[src/rtl/dma_bus_arbiter.sv]
// Shares the synchronous memory bus between the 6502 core and a 256-byte page-copy DMA engine.
// A CPU write to DMA_REG halts the core, copies page {P,00..FF} to DST_ADDR, then hands the
// bus back to the core after re-issuing its stalled read address.
// Optional feature: define DMA_ALIGN_EN to insert one ALIGN cycle so copies start on a fixed
// parity phase (parity register present only in that build).
module dma_bus_arbiter #(
    parameter logic [15:0] DMA_REG  = 16'h4014,
    parameter logic [15:0] DST_ADDR = 16'h2004
) (
    input  logic        clk,
    input  logic        rst_n,
    input  logic [15:0] cpu_addr,
    input  logic [7:0]  cpu_data_o,
    input  logic        cpu_rw,
    output logic [7:0]  cpu_data_i,
    output logic        cpu_ready,
    output logic [15:0] mem_addr,
    output logic [7:0]  mem_wdata,
    output logic        mem_rw,
    input  logic [7:0]  mem_rdata,
    output logic        dma_active
);

`ifdef DMA_ALIGN_EN
    typedef enum logic [2:0] {StIdle, StHalt, StRd, StWr, StResume, StAlign} state_e;
`else
    typedef enum logic [2:0] {StIdle, StHalt, StRd, StWr, StResume} state_e;
`endif

    state_e     state_q, state_d;
    logic [7:0] page_q, page_d;
    logic [7:0] idx_q, idx_d;
    logic       trig;

`ifdef DMA_ALIGN_EN
    logic parity_q;

    // Free-running cycle parity; 0 in the first cycle after reset.
    always_ff @(posedge clk or negedge rst_n) begin
        if (!rst_n) begin
            parity_q <= 1'b0;
        end else begin
            parity_q <= ~parity_q;
        end
    end
`endif

    assign trig = !cpu_rw && (cpu_addr == DMA_REG);

    // State, source page and byte index registers.
    always_ff @(posedge clk or negedge rst_n) begin
        if (!rst_n) begin
            state_q <= StIdle;
            page_q  <= 8'h00;
            idx_q   <= 8'h00;
        end else begin
            state_q <= state_d;
            page_q  <= page_d;
            idx_q   <= idx_d;
        end
    end

    // Next-state logic; a repeated trigger while halted overwrites the page (last one wins).
    always_comb begin
        state_d = state_q;
        page_d  = page_q;
        idx_d   = idx_q;
        case (state_q)
            StIdle: begin
                if (trig) begin
                    page_d  = cpu_data_o;
                    state_d = StHalt;
                end
            end
            StHalt: begin
                if (trig) begin
                    page_d = cpu_data_o;
                end
                // The core ignores ready during writes, so only a read means it has stopped.
                if (cpu_rw) begin
`ifdef DMA_ALIGN_EN
                    state_d = parity_q ? StAlign : StRd;
`else
                    state_d = StRd;
`endif
                end
            end
`ifdef DMA_ALIGN_EN
            StAlign: state_d = StRd;
`endif
            StRd: state_d = StWr;
            StWr: begin
                if (idx_q == 8'hFF) begin
                    idx_d   = 8'h00;
                    state_d = StResume;
                end else begin
                    idx_d   = idx_q + 8'd1;
                    state_d = StRd;
                end
            end
            StResume: state_d = StIdle;
            default:  state_d = StIdle;
        endcase
    end

    // Bus mux: DMA owns the bus only in RD/WR; RESUME re-issues the core's pending address.
    always_comb begin
        mem_addr  = cpu_addr;
        mem_wdata = cpu_data_o;
        mem_rw    = cpu_rw;
        case (state_q)
            StRd: begin
                mem_addr = {page_q, idx_q};
                mem_rw   = 1'b1;
            end
            StWr: begin
                mem_addr  = DST_ADDR;
                mem_wdata = mem_rdata;
                mem_rw    = 1'b0;
            end
            default: ;
        endcase
    end

    // Status outputs decode registered state only.
    always_comb begin
        cpu_ready  = (state_q == StIdle);
        dma_active = (state_q != StIdle);
        cpu_data_i = mem_rdata;
    end

endmodule
[config.mk]
export PLATFORM = sky130hd
export DESIGN_NAME = dma_bus_arbiter
export DESIGN_NICKNAME = d
export VERILOG_FILES = /design/src/rtl/dma_bus_arbiter.sv
export SDC_FILE = /design/constraint.sdc
export NUM_CORES = 1
export LEC_CHECK = 0
export CORE_MARGIN = 4
export CORE_UTILIZATION = 30
export CTS_BUF_LIST = sky130_fd_sc_hd__clkbuf_2 sky130_fd_sc_hd__clkbuf_4 sky130_fd_sc_hd__clkbuf_8
export DETAILED_ROUTE_END_ITERATION = 16
export PLACE_DENSITY_LB_ADDON = 0.12
export SLEW_MARGIN = 20
export SYNTH_ARGS = -nofsm -noshare
export SYNTH_HDL_FRONTEND = slang
export SYNTH_SLANG_ARGS = --single-unit
[constraint.sdc]
create_clock -name clk -period 1.8 [get_ports clk]
set_clock_uncertainty 0.15 [all_clocks]
set_input_delay 0.36 -clock clk [delete_from_list [all_inputs] [get_ports clk]]
set_output_delay 0.36 -clock clk [all_outputs]
set_load 0.01 [all_outputs]
==> results of run 1 <==
## area by class of cell
type	count	area, um2
Fill cell	369	1620
Tap cell	50	62.6
Multi-Input combinational cell	126	960
Inverter	4	15.0
Timing Repair Buffer	111	928
Clock buffer	4	48.8
Sequential cell	19	478
## power by group through the flow
stage	combinational, mW	sequential (mW)	clock, mW
floorplan	0.612	0.560	0
global placement	1.51	0.542	0
detailed placement	1.54	0.541	0
CTS	1.51	0.545	0.319
global route	1.88	0.572	0.337
finish	1.73	0.562	0.313
## state kept, by name (all words and copies together) (netlist names)
signal	cells
state_q	3
idx_q	8
page_q	8
## metrics by stage
step	utilization	hold WS [ps]	cells	total power [mW]	instance area [um2]
after floorplan	-	-85.6	164	1.17	1310
after global placement	0.557	341	307	2.05	2290
after detailed placement	0.557	350	307	2.08	2290
after CTS	0.563	303	312	2.37	2320
after global routing	0.606	314	314	2.79	2490
final	0.606	284	314	2.61	2490
## cells by family (layout without fill, tap and decap cells)
group | count (synthesis) | count (layout) | share of synthesized area
xor gates and xnor gates | 5 | 5 | 0.0335
adders and majority gates | 1 | 1 | 0.00957
AOI/OAI and AO/OA | 25 | 25 | 0.103
muxes | 9 | 9 | 0.0766
DFF | 19 | 19 | 0.364
and+or+nand+nor | 86 | 86 | 0.336
buffers and inverters | 19 | 119 | 0.0775
## cells in the mapped netlist
library cell,number,share of area
sky130_fd_sc_hd__nand2_1,48,0.14
sky130_fd_sc_hd__o21ai_0,22,0.084
sky130_fd_sc_hd__dfrtp_1,19,0.36
sky130_fd_sc_hd__nand2b_1,15,0.072
sky130_fd_sc_hd__buf_4,8,0.046
sky130_fd_sc_hd__mux2_2,8,0.069
sky130_fd_sc_hd__clkbuf_1,7,0.020
sky130_fd_sc_hd__nor2_1,6,0.017
sky130_fd_sc_hd__inv_1,4,0.011
sky130_fd_sc_hd__xnor2_1,3,0.020
sky130_fd_sc_hd__nand3_1,2,0.0077
sky130_fd_sc_hd__nand4_1,2,0.0096
sky130_fd_sc_hd__nor3_1,2,0.0077
sky130_fd_sc_hd__nor4_1,2,0.0096
sky130_fd_sc_hd__nor4b_1,2,0.013
sky130_fd_sc_hd__xor2_1,2,0.013
sky130_fd_sc_hd__a21oi_1,1,0.0038
sky130_fd_sc_hd__a41o_1,1,0.0077
sky130_fd_sc_hd__and3_1,1,0.0048
sky130_fd_sc_hd__and3b_1,1,0.0067
sky130_fd_sc_hd__ha_1,1,0.0096
sky130_fd_sc_hd__mux2i_1,1,0.0077
sky130_fd_sc_hd__nand3b_1,1,0.0057
sky130_fd_sc_hd__nand4_4,1,0.016
sky130_fd_sc_hd__nor3b_4,1,0.014
sky130_fd_sc_hd__o311a_1,1,0.0077
sky130_fd_sc_hd__or2_2,1,0.0048
sky130_fd_sc_hd__or4_4,1,0.0086
## repair_timing
item	CTS	global route
pin swaps	5	16
cloned	0	2
gates resized for setup	170	48
buffers inserted	2	0
setup endpoints to repair	44	41
## how the worst max path moves through the flow
stage / cells past startpoint / endpoint
2_1_floorplan: 4 / page_q[0]$_DFFE_PN0P_
3_3_place_gp: 5 / page_q[6]$_DFFE_PN0P_
3_5_place_dp: 5 / page_q[1]$_DFFE_PN0P_
4_1_cts: 4 / dma_active
5_1_grt: 5 / mem_addr[0]
6_report: 5 / mem_addr[1]
## per-layer routing
layer / GRT usage / wire (um) / vias to the layer above
li1: - / - / 743
met1: 0.206 / 1790 / 729
met2: 0.292 / 2530 / 55
met3: 0.0189 / 312 / 4
met4: 0.0463 / 41 / 0
met5: 0 / 0 / -
==> impl_metrics.yaml, run 1 <==
status:
  outcome: "finished with violations"
  violations: "setup timing"
floorplanning:
  dieArea_mm2: 0.00548
  ioPinCount: 70
  floorplan.rows: 23
  fp.dieH_um: 74.0
  coreArea_mm2: 0.00412
  initial_utilization: 0.318
  die-width_um: 74.0
critical_path:
  cpLargestDelayFamily: "flip-flops"
  critPathMaxFanout: 7
  timing.setup.critical_path_class: "register to primary output"
  path_common_cell: "sky130_fd_sc_hd__buf_6"
  worstPathArrival_ps: 1350
  timing.rr.end: "page_q[1]$_DFFE_PN0P_"
  worstSetupStartpoint: "state_q[0]$_DFFE_PN0P_"
  reg2reg_path_depth: 5
  startpoint_type: "register"
  worst-path-buf-inv: 3
  setup_slack_of_the_most_critical_reg_to_reg_path_ps: 20
  worst-endpoint-required_ps: 1290
  worstPathCellList: "buf_6, buf_6, nand2b_4, o21ai_2, buf_2"
  regToRegStartpoint: "state_q[2]$_DFFE_PN0P_"
  critPathSlowestCell: "sky130_fd_sc_hd__dfrtp_2"
  critPathMaxStageDelay_ps: 440
  end_kind: "primary output"
drt:
  drt.antenna.violating_nets: 0
  routed-via-count: 1531
  detail_route.iter0.violations: 49
  wl_mm: 4.67
  drt_pre_antenna_iters: 4
  remaining_drc_errors: 0
  routed_wire_length_per_instance_um: 14.9
  viasPerCell: 4.88
global_routing:
  grt_first_pass_wirelength_mm: 7.00
  globalRouteOverflowTotal: 0
  grt_pass1_vias: 1502
  globalRouteTotalUtil: 0.163
  largest_net_degree_at_the_start_of_global_routing: 25
  initial_antenna_violation_count: 0
pwr:
  clock_power_share: 0.120
  p_per_area_mw_per_mm2: 1050
  power.combinational.fraction: 0.664
  p_int_mw: 1.55
  p_sw_mw: 1.06
  power.sequential.fraction: 0.216
  peakVddDrop_mv: 0.499
  switching_fraction: 0.405
  p_leak_nw: 1.29
cts:
  cts_num_sinks: 19
  cts_htree_levels: 1
  number_of_buffers_inserted_for_hold_repair_after_clock_tree_synthesis: 0
  clk_pin_slew_ps: 70
  numCtsBuffers: 3
  clockRootBuffer: "sky130_fd_sc_hd__clkbuf_8"
  cts_max_path_buffers: 2
  worst_skew_pair.late_latency_ps: 260
  cts_tree: "yes"
sta:
  final_period_minus_worst_setup_slack_ps: 1860
  unrepaired_setup_endpoints_after_global_routing: "yes"
  max-slew-margin-rel: 0.807
  report.final.setup_viol: 17
  fin_tns_setup_ps: -497
  finalCritPeriodShare: 1.03
  worstMarginPinSlew_ps: 287
  fmax_mhz: 537
  drv_slew: 0
  setup_ws_ps: -61.0
  report.final.hold_viol_count: 0
min_path:
  holdCritPathClass: "input pin to asynchronous set/reset pin"
job:
  cap_violations: 0
logic_synthesis:
  yosysUniqueCellTypes: 28
  yosysWarningCount: 0
  netlist_area_mm2: 0.00131
  post_syn_instances: 164
  synth.avg_cell_area_um2: 7.97
  yosysSeqAreaShare: 0.364
  number_of_synthesized_register_bits: 19
  post_synth_net_total: 200
final_layout:
  drive_above_1_share: 0.500
  mostFrequentLayoutCells: "42 x sky130_fd_sc_hd__nand2_1, 33 x sky130_fd_sc_hd__buf_4, 27 x sky130_fd_sc_hd__buf_2"
  area_growth_syn_to_layout_pct: 90.6
  number_of_diodes_added_for_antenna_fixing: 0
  layout.nets: 301
  layout.cells.most_common: "sky130_fd_sc_hd__nand2_1"
placed_design:
  pre_cts_ws_ps: -591
  numPortBuffers: 69
  dpl.hpwl_mm: 3.43
  place_congestion: 0.837
Note: power is estimated with default switching activity, not from simulation.
==> run 2: changes to the inputs <==
- ABC_CLOCK_PERIOD_IN_PS: default -> 1800
==> results of run 2 <==
No change in the layout: final DEF, timing and power equal those of run 1.
==> run 3: changes to the inputs <==
--- a/config.mk
+++ b/config.mk
@@ -10,4 +10,5 @@
 export CORE_UTILIZATION = 30
 export CTS_BUF_LIST = sky130_fd_sc_hd__clkbuf_2 sky130_fd_sc_hd__clkbuf_4 sky130_fd_sc_hd__clkbuf_8
+export CTS_CLUSTER_DIAMETER = 30
 export DETAILED_ROUTE_END_ITERATION = 16
 export PLACE_DENSITY_LB_ADDON = 0.12
==> constraint.sdc (replaced) <==
create_clock -name clk -period 1.8 [get_ports clk]
set_clock_uncertainty 0.15 [all_clocks]
set_input_delay 0.54 -clock clk [delete_from_list [all_inputs] [get_ports clk]]
set_output_delay 0.54 -clock clk [all_outputs]
set_load 0.01 [all_outputs]
==> run 3 against run 2 <==
Net effect: the run still ends with setup timing left; core utilization increased by 2.8 points; register-to-register slack lost 40 ps; sequential share of layout area down 0.80 points.
==> impl_metrics.yaml, run 3 (synthesis gave the netlist of run 1 again) <==
sta:
  unrepaired_setup_endpoints_after_global_routing: "yes"
  finalCritPeriodShare: 1.13
  final_period_minus_worst_setup_slack_ps: 2030
  report.final.hold_viol_count: 0
  fmax_mhz: 494
  worstMarginPinSlew_ps: 313
  max-slew-margin-rel: 0.789
  drv_slew: 0
  setup_ws_ps: -226
  report.final.setup_viol: 36
floorplanning:
  floorplan.rows: 23
  coreArea_mm2: 0.00412
  fp.dieH_um: 74.0
  dieArea_mm2: 0.00548
  ioPinCount: 70
  die-width_um: 74.0
  initial_utilization: 0.318
global_routing:
  globalRouteTotalUtil: 0.163
  largest_net_degree_at_the_start_of_global_routing: 20
  globalRouteOverflowTotal: 0
  grt_first_pass_wirelength_mm: 7.04
  grt_pass1_vias: 1492
  initial_antenna_violation_count: 0
cts:
  clk_pin_slew_ps: 70
  cts_num_sinks: 19
  cts_tree: "yes"
  cts_htree_levels: 1
  numCtsBuffers: 3
  clockRootBuffer: "sky130_fd_sc_hd__clkbuf_8"
  number_of_buffers_inserted_for_hold_repair_after_clock_tree_synthesis: 0
  cts_max_path_buffers: 2
  worst_skew_pair.late_latency_ps: 250
final_layout:
  postLayoutCoreUtil: 0.634
  layout.nets: 311
  area_growth_syn_to_layout_pct: 99.4
  number_of_diodes_added_for_antenna_fixing: 0
  drive_above_1_share: 0.588
  mostFrequentLayoutCells: "40 x sky130_fd_sc_hd__buf_4, 36 x sky130_fd_sc_hd__buf_2, 29 x sky130_fd_sc_hd__nand2_1"
  layout.cells.most_common: "sky130_fd_sc_hd__buf_4"
  reg.largest.list: "idx_q: 8 flops, page_q: 8 flops, state_q: 3 flops"
min_path:
  holdCritStartpoint: "page_q[3]$_DFFE_PN0P_"
  holdCritPathClass: "register to register"
  whs_path_depth: 1
  hold_path_end: "page_q[3]$_DFFE_PN0P_"
critical_path:
  worst-endpoint-required_ps: 1110
  timing.setup.critical_path_class: "register to primary output"
  end_kind: "primary output"
  regToRegStartpoint: "state_q[1]$_DFFE_PN0P_"
  setup_slack_of_the_most_critical_reg_to_reg_path_ps: -20
  worstPathArrival_ps: 1340
  reg2reg_path_depth: 5
  critPathMaxFanout: 8
  timing.rr.end: "page_q[6]$_DFFE_PN0P_"
  startpoint_type: "register"
placed_design:
  numPortBuffers: 69
  pre_cts_ws_ps: -796
  place_congestion: 0.754
  dpl.hpwl_mm: 3.34
pwr:
  peakVddDrop_mv: 0.491
  p_per_area_mw_per_mm2: 1060
  p_leak_nw: 1.33
drt:
  drt_pre_antenna_iters: 4
  routed_wire_length_per_instance_um: 15.0
  routed-via-count: 1555
  detail_route.iter0.violations: 49
  remaining_drc_errors: 0
  drt.antenna.violating_nets: 0
  viasPerCell: 4.80
  wl_mm: 4.86
job:
  cap_violations: 0
status:
  outcome: "finished with violations"
  violations: "setup timing"
## run 3: cell count changes in the layout (fill, tap and decap cells not counted), moves of 3 or more
cell / before / now
sky130_fd_sc_hd__clkdlybuf4s50_1: 23 / 9
sky130_fd_sc_hd__nand2b_4: 11 / 7
sky130_fd_sc_hd__nand2b_1: 4 / 8
sky130_fd_sc_hd__dlymetal6s2s_1: 5 / 0
sky130_fd_sc_hd__nand2_2: 5 / 8
sky130_fd_sc_hd__buf_4: 33 / 40
sky130_fd_sc_hd__dlygate4sd2_1: 10 / 18
sky130_fd_sc_hd__nand2_1: 42 / 29
sky130_fd_sc_hd__nand2_4: 1 / 10
sky130_fd_sc_hd__buf_2: 27 / 36
## run 3: worst max path at each step
stage	start	to	slack [ps]	cells after the start
2_1_floorplan	cpu_addr[12]	page_q[0]$_DFFE_PN0P_	-260	4
3_3_place_gp	cpu_addr[12]	page_q[5]$_DFFE_PN0P_	-740	5
3_5_place_dp	cpu_rw	page_q[6]$_DFFE_PN0P_	-800	5
4_1_cts	cpu_addr[15]	page_q[6]$_DFFE_PN0P_	-200	5
5_1_grt	state_q[2]$_DFFE_PN0P_	mem_wdata[0]	-300	5
6_report	state_q[2]$_DFFE_PN0P_	mem_wdata[6]	-230	5
## run 3: what timing repair did
item	CTS	global route
cloned	1	3
pin swaps	13	24
setup buffers	1	3
setup endpoints to repair	44	38
resized for setup	223	59
## run 3: routing by layer
metal,GRT usage,wire [um],vias up
li1,-,-,775
met1,0.215,2020,721
met2,0.281,2480,53
met3,0.0162,293,6
met4,0.0483,61,0
met5,0,0,-
## run 3: cell type report
cell class	instances	area [um2]
inverter	4	17.5
timing repair buffer	120	966
multi-input combinational	127	1030
fill	348	1510
clock buffer	4	48.8
sequential	19	479
tap	50	62.6
## run 3: where the power goes
part	total (mW)	switching, mW	leakage (nW)	internal [mW]
registers	0.575	0.0831	0.254	0.492
logic	1.90	0.915	1.05	0.981
clock network	0.301	0.129	0.0262	0.172
total	2.77	1.13	1.33	1.64
## run 3: per-stage QoR
step / TNS [ps] / cells / instance area, um2 / power (mW) / hold slack, ps
after floorplan: -2120 / 164 / 1310 / 1.17 / 94.4
after global placement: -25270 / 313 / 2340 / 2.07 / 341
after detailed placement: -26110 / 313 / 2340 / 2.09 / 347
after CTS: -5980 / 318 / 2320 / 2.37 / 362
after global routing: -8690 / 324 / 2610 / 2.95 / 395
final: -6590 / 324 / 2610 / 2.77 / 359
## run 3: critical path, stage by stage (launching register included)
cell and delay [ps]:
sky130_fd_sc_hd__dfrtp_2 450, sky130_fd_sc_hd__nand3b_1 210, sky130_fd_sc_hd__buf_6 170, sky130_fd_sc_hd__nand2_1 60
sky130_fd_sc_hd__nand2_1 50, sky130_fd_sc_hd__buf_2 130
